[src/rtl/temp_pkg.sv]
// rtl/temp_pkg.sv - shared types and constants for the temperature BCD acquisition stage
package temp_pkg;

    typedef enum logic [1:0] {
        IDLE = 2'd0,
        LOAD = 2'd1,
        CONV = 2'd2,
        DONE = 2'd3
    } state_t;

    typedef logic [3:0] bcd_digit_t;

    localparam int CONV_STEPS       = 7;
    localparam int DEFAULT_MAX_TEMP = 99;

    // Double-dabble correction: a digit of 5 or more would overflow on the next shift
    function automatic bcd_digit_t add3_ge5(input bcd_digit_t d);
        return (d >= 4'd5) ? d + 4'd3 : d;
    endfunction

endpackage

[src/rtl/bin2bcd_seq.sv]
// rtl/bin2bcd_seq.sv - multi-cycle double-dabble converter, 7-bit binary to two BCD digits
module bin2bcd_seq
    import temp_pkg::*;
(
    input  logic       clk,
    input  logic       reset,
    input  logic       start,
    input  logic [6:0] bin,
    output logic       done,
    output logic [7:0] bcd
);

    localparam logic [2:0] LAST_STEP = 3'(CONV_STEPS - 1);

    logic [6:0] shift_q;
    logic [7:0] bcd_q;
    logic [2:0] cnt_q;
    logic       busy_q;
    logic [7:0] bcd_adj;

    assign bcd_adj = {add3_ge5(bcd_q[7:4]), add3_ge5(bcd_q[3:0])};

    always_ff @(posedge clk) begin
        if (reset) begin
            shift_q <= '0;
            bcd_q   <= '0;
            cnt_q   <= '0;
            busy_q  <= 1'b0;
        end else if (start) begin
            shift_q <= bin;
            bcd_q   <= '0;
            cnt_q   <= '0;
            busy_q  <= 1'b1;
        end else if (busy_q) begin
            {bcd_q, shift_q} <= {bcd_adj, shift_q} << 1;
            if (cnt_q == LAST_STEP) begin
                cnt_q  <= '0;
                busy_q <= 1'b0;
            end else begin
                cnt_q <= cnt_q + 3'd1;
            end
        end
    end

    // Asserted during the final iteration so the parent can leave CONV on that same edge
    assign done = busy_q && (cnt_q == LAST_STEP);
    assign bcd  = bcd_q;

endmodule

[src/rtl/temp_bcd_acq.sv]
// rtl/temp_bcd_acq.sv - two-channel temperature sample clamp and BCD conversion; TEMP_AVG_EN enables 4-sample averaging
module temp_bcd_acq
    import temp_pkg::*;
#(
    parameter int MAX_TEMP = DEFAULT_MAX_TEMP
) (
    input  logic       clk,
    input  logic       reset,
    input  logic       samp_valid,
    output logic       samp_ready,
    input  logic       samp_sel,
    input  logic [7:0] samp_data,
    output logic [7:0] Temp_amb,
    output logic [7:0] Temp_corp,
    output logic       upd,
    output logic       upd_sel
);

    localparam logic [7:0] MAX_T8 = 8'(MAX_TEMP);

    state_t     state_q;
    logic       sel_q;
    logic [7:0] data_q;
    logic [7:0] temp_amb_q;
    logic [7:0] temp_corp_q;
    logic       upd_q;
    logic       upd_sel_q;

    logic [6:0] clamp_x;
    logic [6:0] conv_bin;
    logic       conv_start;
    logic       conv_done;
    logic [7:0] conv_bcd;

    assign clamp_x    = (data_q > MAX_T8) ? MAX_T8[6:0] : data_q[6:0];
    assign conv_start = (state_q == LOAD);

`ifdef TEMP_AVG_EN
    logic [6:0] hist_q [2][4];
    logic [1:0] filled_q;
    logic [8:0] sum4;

    // The window is the new sample plus the three most recent history entries
    always_comb begin
        sum4 = '0;
        if (filled_q[sel_q]) begin
            sum4 = 9'(clamp_x) + 9'(hist_q[sel_q][0]) + 9'(hist_q[sel_q][1]) + 9'(hist_q[sel_q][2]);
        end else begin
            sum4 = {clamp_x, 2'b00};
        end
    end

    assign conv_bin = 7'((sum4 + 9'd2) >> 2);

    always_ff @(posedge clk) begin
        if (reset) begin
            filled_q <= '0;
            for (int c = 0; c < 2; c++) begin
                for (int i = 0; i < 4; i++) begin
                    hist_q[c][i] <= '0;
                end
            end
        end else if (state_q == LOAD) begin
            filled_q[sel_q] <= 1'b1;
            if (filled_q[sel_q]) begin
                hist_q[sel_q][3] <= hist_q[sel_q][2];
                hist_q[sel_q][2] <= hist_q[sel_q][1];
                hist_q[sel_q][1] <= hist_q[sel_q][0];
                hist_q[sel_q][0] <= clamp_x;
            end else begin
                for (int i = 0; i < 4; i++) begin
                    hist_q[sel_q][i] <= clamp_x;
                end
            end
        end
    end
`else
    assign conv_bin = clamp_x;
`endif

    bin2bcd_seq u_bin2bcd (
        .clk   (clk),
        .reset (reset),
        .start (conv_start),
        .bin   (conv_bin),
        .done  (conv_done),
        .bcd   (conv_bcd)
    );

    always_ff @(posedge clk) begin
        if (reset) begin
            state_q     <= IDLE;
            sel_q       <= 1'b0;
            data_q      <= '0;
            temp_amb_q  <= '0;
            temp_corp_q <= '0;
            upd_q       <= 1'b0;
            upd_sel_q   <= 1'b0;
        end else begin
            upd_q <= 1'b0;
            case (state_q)
                IDLE: begin
                    if (samp_valid) begin
                        sel_q   <= samp_sel;
                        data_q  <= samp_data;
                        state_q <= LOAD;
                    end
                end
                LOAD: state_q <= CONV;
                CONV: begin
                    if (conv_done) begin
                        state_q <= DONE;
                    end
                end
                DONE: begin
                    if (sel_q) begin
                        temp_corp_q <= conv_bcd;
                    end else begin
                        temp_amb_q <= conv_bcd;
                    end
                    upd_q     <= 1'b1;
                    upd_sel_q <= sel_q;
                    state_q   <= IDLE;
                end
                default: state_q <= IDLE;
            endcase
        end
    end

    assign samp_ready = (state_q == IDLE) && !reset;
    assign Temp_amb   = temp_amb_q;
    assign Temp_corp  = temp_corp_q;
    assign upd        = upd_q;
    assign upd_sel    = upd_sel_q;

endmodule

[config.mk]
export PLATFORM = sky130hd
export DESIGN_NAME = temp_bcd_acq
export DESIGN_NICKNAME = d
export VERILOG_FILES = /design/src/rtl/temp_pkg.sv /design/src/rtl/bin2bcd_seq.sv /design/src/rtl/temp_bcd_acq.sv
export SDC_FILE = /design/constraint.sdc
export NUM_CORES = 1
export LEC_CHECK = 0
export CORE_ASPECT_RATIO = 0.5
export CORE_MARGIN = 1.5
export CORE_UTILIZATION = 30
export CTS_BUF_LIST = sky130_fd_sc_hd__clkbuf_8
export CTS_CLUSTER_DIAMETER = 150
export CTS_CLUSTER_SIZE = 25
export DETAILED_ROUTE_END_ITERATION = 10
export HOLD_SLACK_MARGIN = 0.03
export SLEW_MARGIN = 5
export SYNTH_ARGS = -nofsm -noshare
export SYNTH_HDL_FRONTEND = slang
export SYNTH_SLANG_ARGS = --single-unit
export TNS_END_PERCENT = 10
[constraint.sdc]
create_clock -name clk -period 3.6 [get_ports clk]
set_clock_uncertainty 0.1 [all_clocks]
set_input_delay 0.36 -clock clk [delete_from_list [all_inputs] [get_ports clk]]
set_output_delay 0.36 -clock clk [all_outputs]
set_load 0.02 [all_outputs]
==> flow_metrics.env <==
export IMPL_grt_ovfl_total=0
export IMPL_max_slew_margin_pct=60.9
export IMPL_mostFrequentLayoutCells="dfxtp_1, nand2_1, a21oi_1"
export IMPL_coreArea_um2=6880
export IMPL_critPathLaunchType="flip-flop"
export IMPL_cts_made_buffers=5
export IMPL_hpwl_um=3360
export IMPL_fillers=707
export IMPL_die_x_um=124
export IMPL_gp_congestion=0.733
export IMPL_cts_hold_buf=0
export IMPL_grt_start_max_net_pins=40
export IMPL_drtAntennaViolNets=0
export IMPL_cts_tree="done"
export IMPL_irDropWorstVdd_v=0.000201
export IMPL_htreeDepth=2
export IMPL_viasPerCell=4.95
export IMPL_power_density_nw_per_um2=553
export IMPL_grt_pass1_wl_um=8200
export IMPL_ys_warn_count=0
export IMPL_cap_violations=0
export IMPL_placed_area_um2=2550
export IMPL_synth_area_um2=2200
export IMPL_finalCriticalPeriod_ns=2.50
export IMPL_wl_um=4820
export IMPL_status="finished, final reports clean"
export IMPL_final_common_cell="dfxtp_1"
export IMPL_end_kind="output pin"
export IMPL_seq_area_frac_synth_pct=43.6
export IMPL_arrival_ns=2.04
export IMPL_wl_per_cell_um=12.8
export IMPL_antenna_found_initial=0
export IMPL_cts_clk_slew_worst_paths_ns=0.09
export IMPL_initial_core_util_pct=32.0
export IMPL_syn_avg_cell_area_um2=8.38
export IMPL_synth_nets=284
export IMPL_clock_latency_ns=0.29
export IMPL_rows=21
export IMPL_final_nets=304
export IMPL_antennaDiodeCount=0
export IMPL_io_buffers=30
export IMPL_grt_pass1_vias=1810
export IMPL_gr_usage_all_layers_pct=12.5
export IMPL_max_freq_mhz=401
export IMPL_final_hold_viol_count=0
export IMPL_synth_cells=263
export IMPL_fin_area_um2=2660
export IMPL_drc_errors=0
export IMPL_report_final_slew_viol_count=0
export IMPL_holdCritPathClass="flip-flop to flip-flop"
export IMPL_areaGrowthSynthToFinish_pct=20.5
export IMPL_cts_root_buf="clkbuf_8"
export IMPL_dieArea_um2=7900
export IMPL_drive_gt1_share_pct=5.63
export IMPL_cts_max_path_buffers=2
export IMPL_boundaryPins=31
export IMPL_firstDrtPassIters=4
export IMPL_rsz0062_at_grt="no"
export IMPL_path_max_fanout=13
export IMPL_die_height_um=63.6
export IMPL_cts_repair_timing_setup_buffer_count=0
export IMPL_drt_initial_drc_count=108
export IMPL_cts_resized=0
export IMPL_setup_viol=0
export IMPL_vias=1863
export IMPL_period_share_pct=69.3
export IMPL_worst_slew_pin_slew_ns=0.586
export IMPL_p_leak_nw=0.860
export IMPL_cts_sinks=48
export IMPL_yosysUniqueCellTypes=43
export IMPL_criticalPathCategory="flip-flop to output pin"
export IMPL_ys_ff_latch=48
export IMPL_setup_tns_ns=0
export IMPL_required_ns=3.14
[kinds of logic (layout without fill, tap and decap cells)]
kind of cell	after synthesis	in the layout	synth area share (%)
simple gates	106	106	23.3
compound gates	65	65	19.5
flops	48	48	43.6
buf+inv	29	50	5.73
fa+ha+maj	9	9	5.11
mux	6	6	2.78
[path summary, 6_finish.rpt]
| check | start | endpoint | slack (ns) | cells after the start |
|---|---|---|---|---|
| worst max-delay path | state_q[0]$_SDFFE_PP0P_ | samp_ready | 1.10 | 4 |
| worst min-delay path | Temp_corp[1]$_SDFFE_PP0P_ | Temp_corp[1]$_SDFFE_PP0P_ | 0.36 | 2 |
| worst max register to register | state_q[1]$_SDFFE_PP0P_ | u_bin2bcd.bcd[6]$_SDFFE_PP0P_ | 1.53 | 5 |
| worst min register to register | Temp_corp[1]$_SDFFE_PP0P_ | Temp_corp[1]$_SDFFE_PP0P_ | 0.36 | 2 |
[report_power, final]
part	switching [W]	total, W	internal [W]
logic	0.000254	0.000420	0.000166
clock network	0.000182	0.000388	0.000206
registers	0.0000655	0.000661	0.000596
[per-stage QoR]
step / total power (W) / std cells / hold WS, ns / setup WS (ns) / util [%]
after global placement: 0.00107 / 368 / 0.352 / 1.37 / 37.0
after CTS: 0.00148 / 376 / 0.365 / 1.08 / 38.6
after floorplan: 0.000999 / 263 / 0.336 / 1.90 / -
after global routing: 0.00156 / 376 / 0.373 / 0.986 / 38.6
after detailed placement: 0.00109 / 368 / 0.351 / 1.33 / 37.0
final: 0.00147 / 376 / 0.362 / 1.10 / 38.6
[registers in the layout (all words and copies together) (netlist names), 2 cells and up]
register / cells
Temp_amb: 8
Temp_corp: 8
data_q: 8
u_bin2bcd.bcd: 8
u_bin2bcd.shift_q: 7
u_bin2bcd.cnt_q: 3
state_q: 2
[Yosys cell counts]
| library cell | instances | area [um2] |
|---|---|---|
| dfxtp_1 | 48 | 961 |
| nand2_1 | 47 | 176 |
| a21oi_1 | 38 | 190 |
| nand3_1 | 25 | 125 |
| clkbuf_1 | 10 | 37.5 |
| ha_1 | 9 | 113 |
| inv_1 | 9 | 33.8 |
| nor2_1 | 9 | 33.8 |
| nand2b_1 | 6 | 37.5 |
| buf_2 | 5 | 25.0 |
| mux2i_1 | 5 | 50.1 |
| o21ai_0 | 5 | 25.0 |
| a211oi_1 | 4 | 30.0 |
| a2111o_1 | 3 | 33.8 |
| nand3b_1 | 3 | 22.5 |
| nor2b_1 | 3 | 18.8 |
| o211ai_1 | 3 | 22.5 |
| o32ai_2 | 3 | 48.8 |
| and2_1 | 2 | 12.5 |
| buf_1 | 2 | 7.51 |
| nand4b_1 | 2 | 17.5 |
| a21boi_0 | 1 | 7.51 |
| a221oi_1 | 1 | 8.76 |
| a311oi_1 | 1 | 8.76 |
| a31o_1 | 1 | 8.76 |
| a31oi_1 | 1 | 6.26 |
| a41oi_1 | 1 | 8.76 |
| buf_4 | 1 | 7.51 |
| buf_6 | 1 | 11.3 |
| clkinv_1 | 1 | 3.75 |
| mux2_2 | 1 | 11.3 |
| nand4_1 | 1 | 6.26 |
| nand4bb_1 | 1 | 11.3 |
| nor3_1 | 1 | 5.00 |
| nor4bb_1 | 1 | 10.0 |
| o211ai_2 | 1 | 12.5 |
| o21a_1 | 1 | 7.51 |
| o311a_1 | 1 | 10.0 |
| or2_1 | 1 | 6.26 |
| or2_4 | 1 | 8.76 |
| or3_1 | 1 | 6.26 |
| or3b_1 | 1 | 8.76 |
| or4_1 | 1 | 7.51 |
[layer usage]
layer | track usage, % | vias to the layer above | share of wire (%)
met2 | 22.4 | 26 | 46
met1 | 15.3 | 880 | 50
li1 | - | 955 | -
met3 | 3.23 | 2 | 3.8
met5 | 0 | - | 0
met4 | 2.59 | 0 | 0.60
[worst max-delay path, cell delays in order (launching register included)]
cell and delay, ns:
dfxtp_1 0.35, inv_1 0.11, ha_1 0.42, nor2b_1 0.23, clkdlybuf4s50_1 0.63
[layout make-up]
type | count | area (um2) | area share (%)
Multi-Input combinational cell | 186 | 1120 | 42.0
Timing Repair Buffer | 32 | 315 | 11.9
Tap cell | 92 | 115 | 4.33
Inverter | 10 | 37.5 | 1.41
Clock buffer | 5 | 68.8 | 2.59
Clock inverter | 3 | 42.5 | 1.60
Sequential cell | 48 | 961 | 36.2
Power figures use the tool's default switching activity.
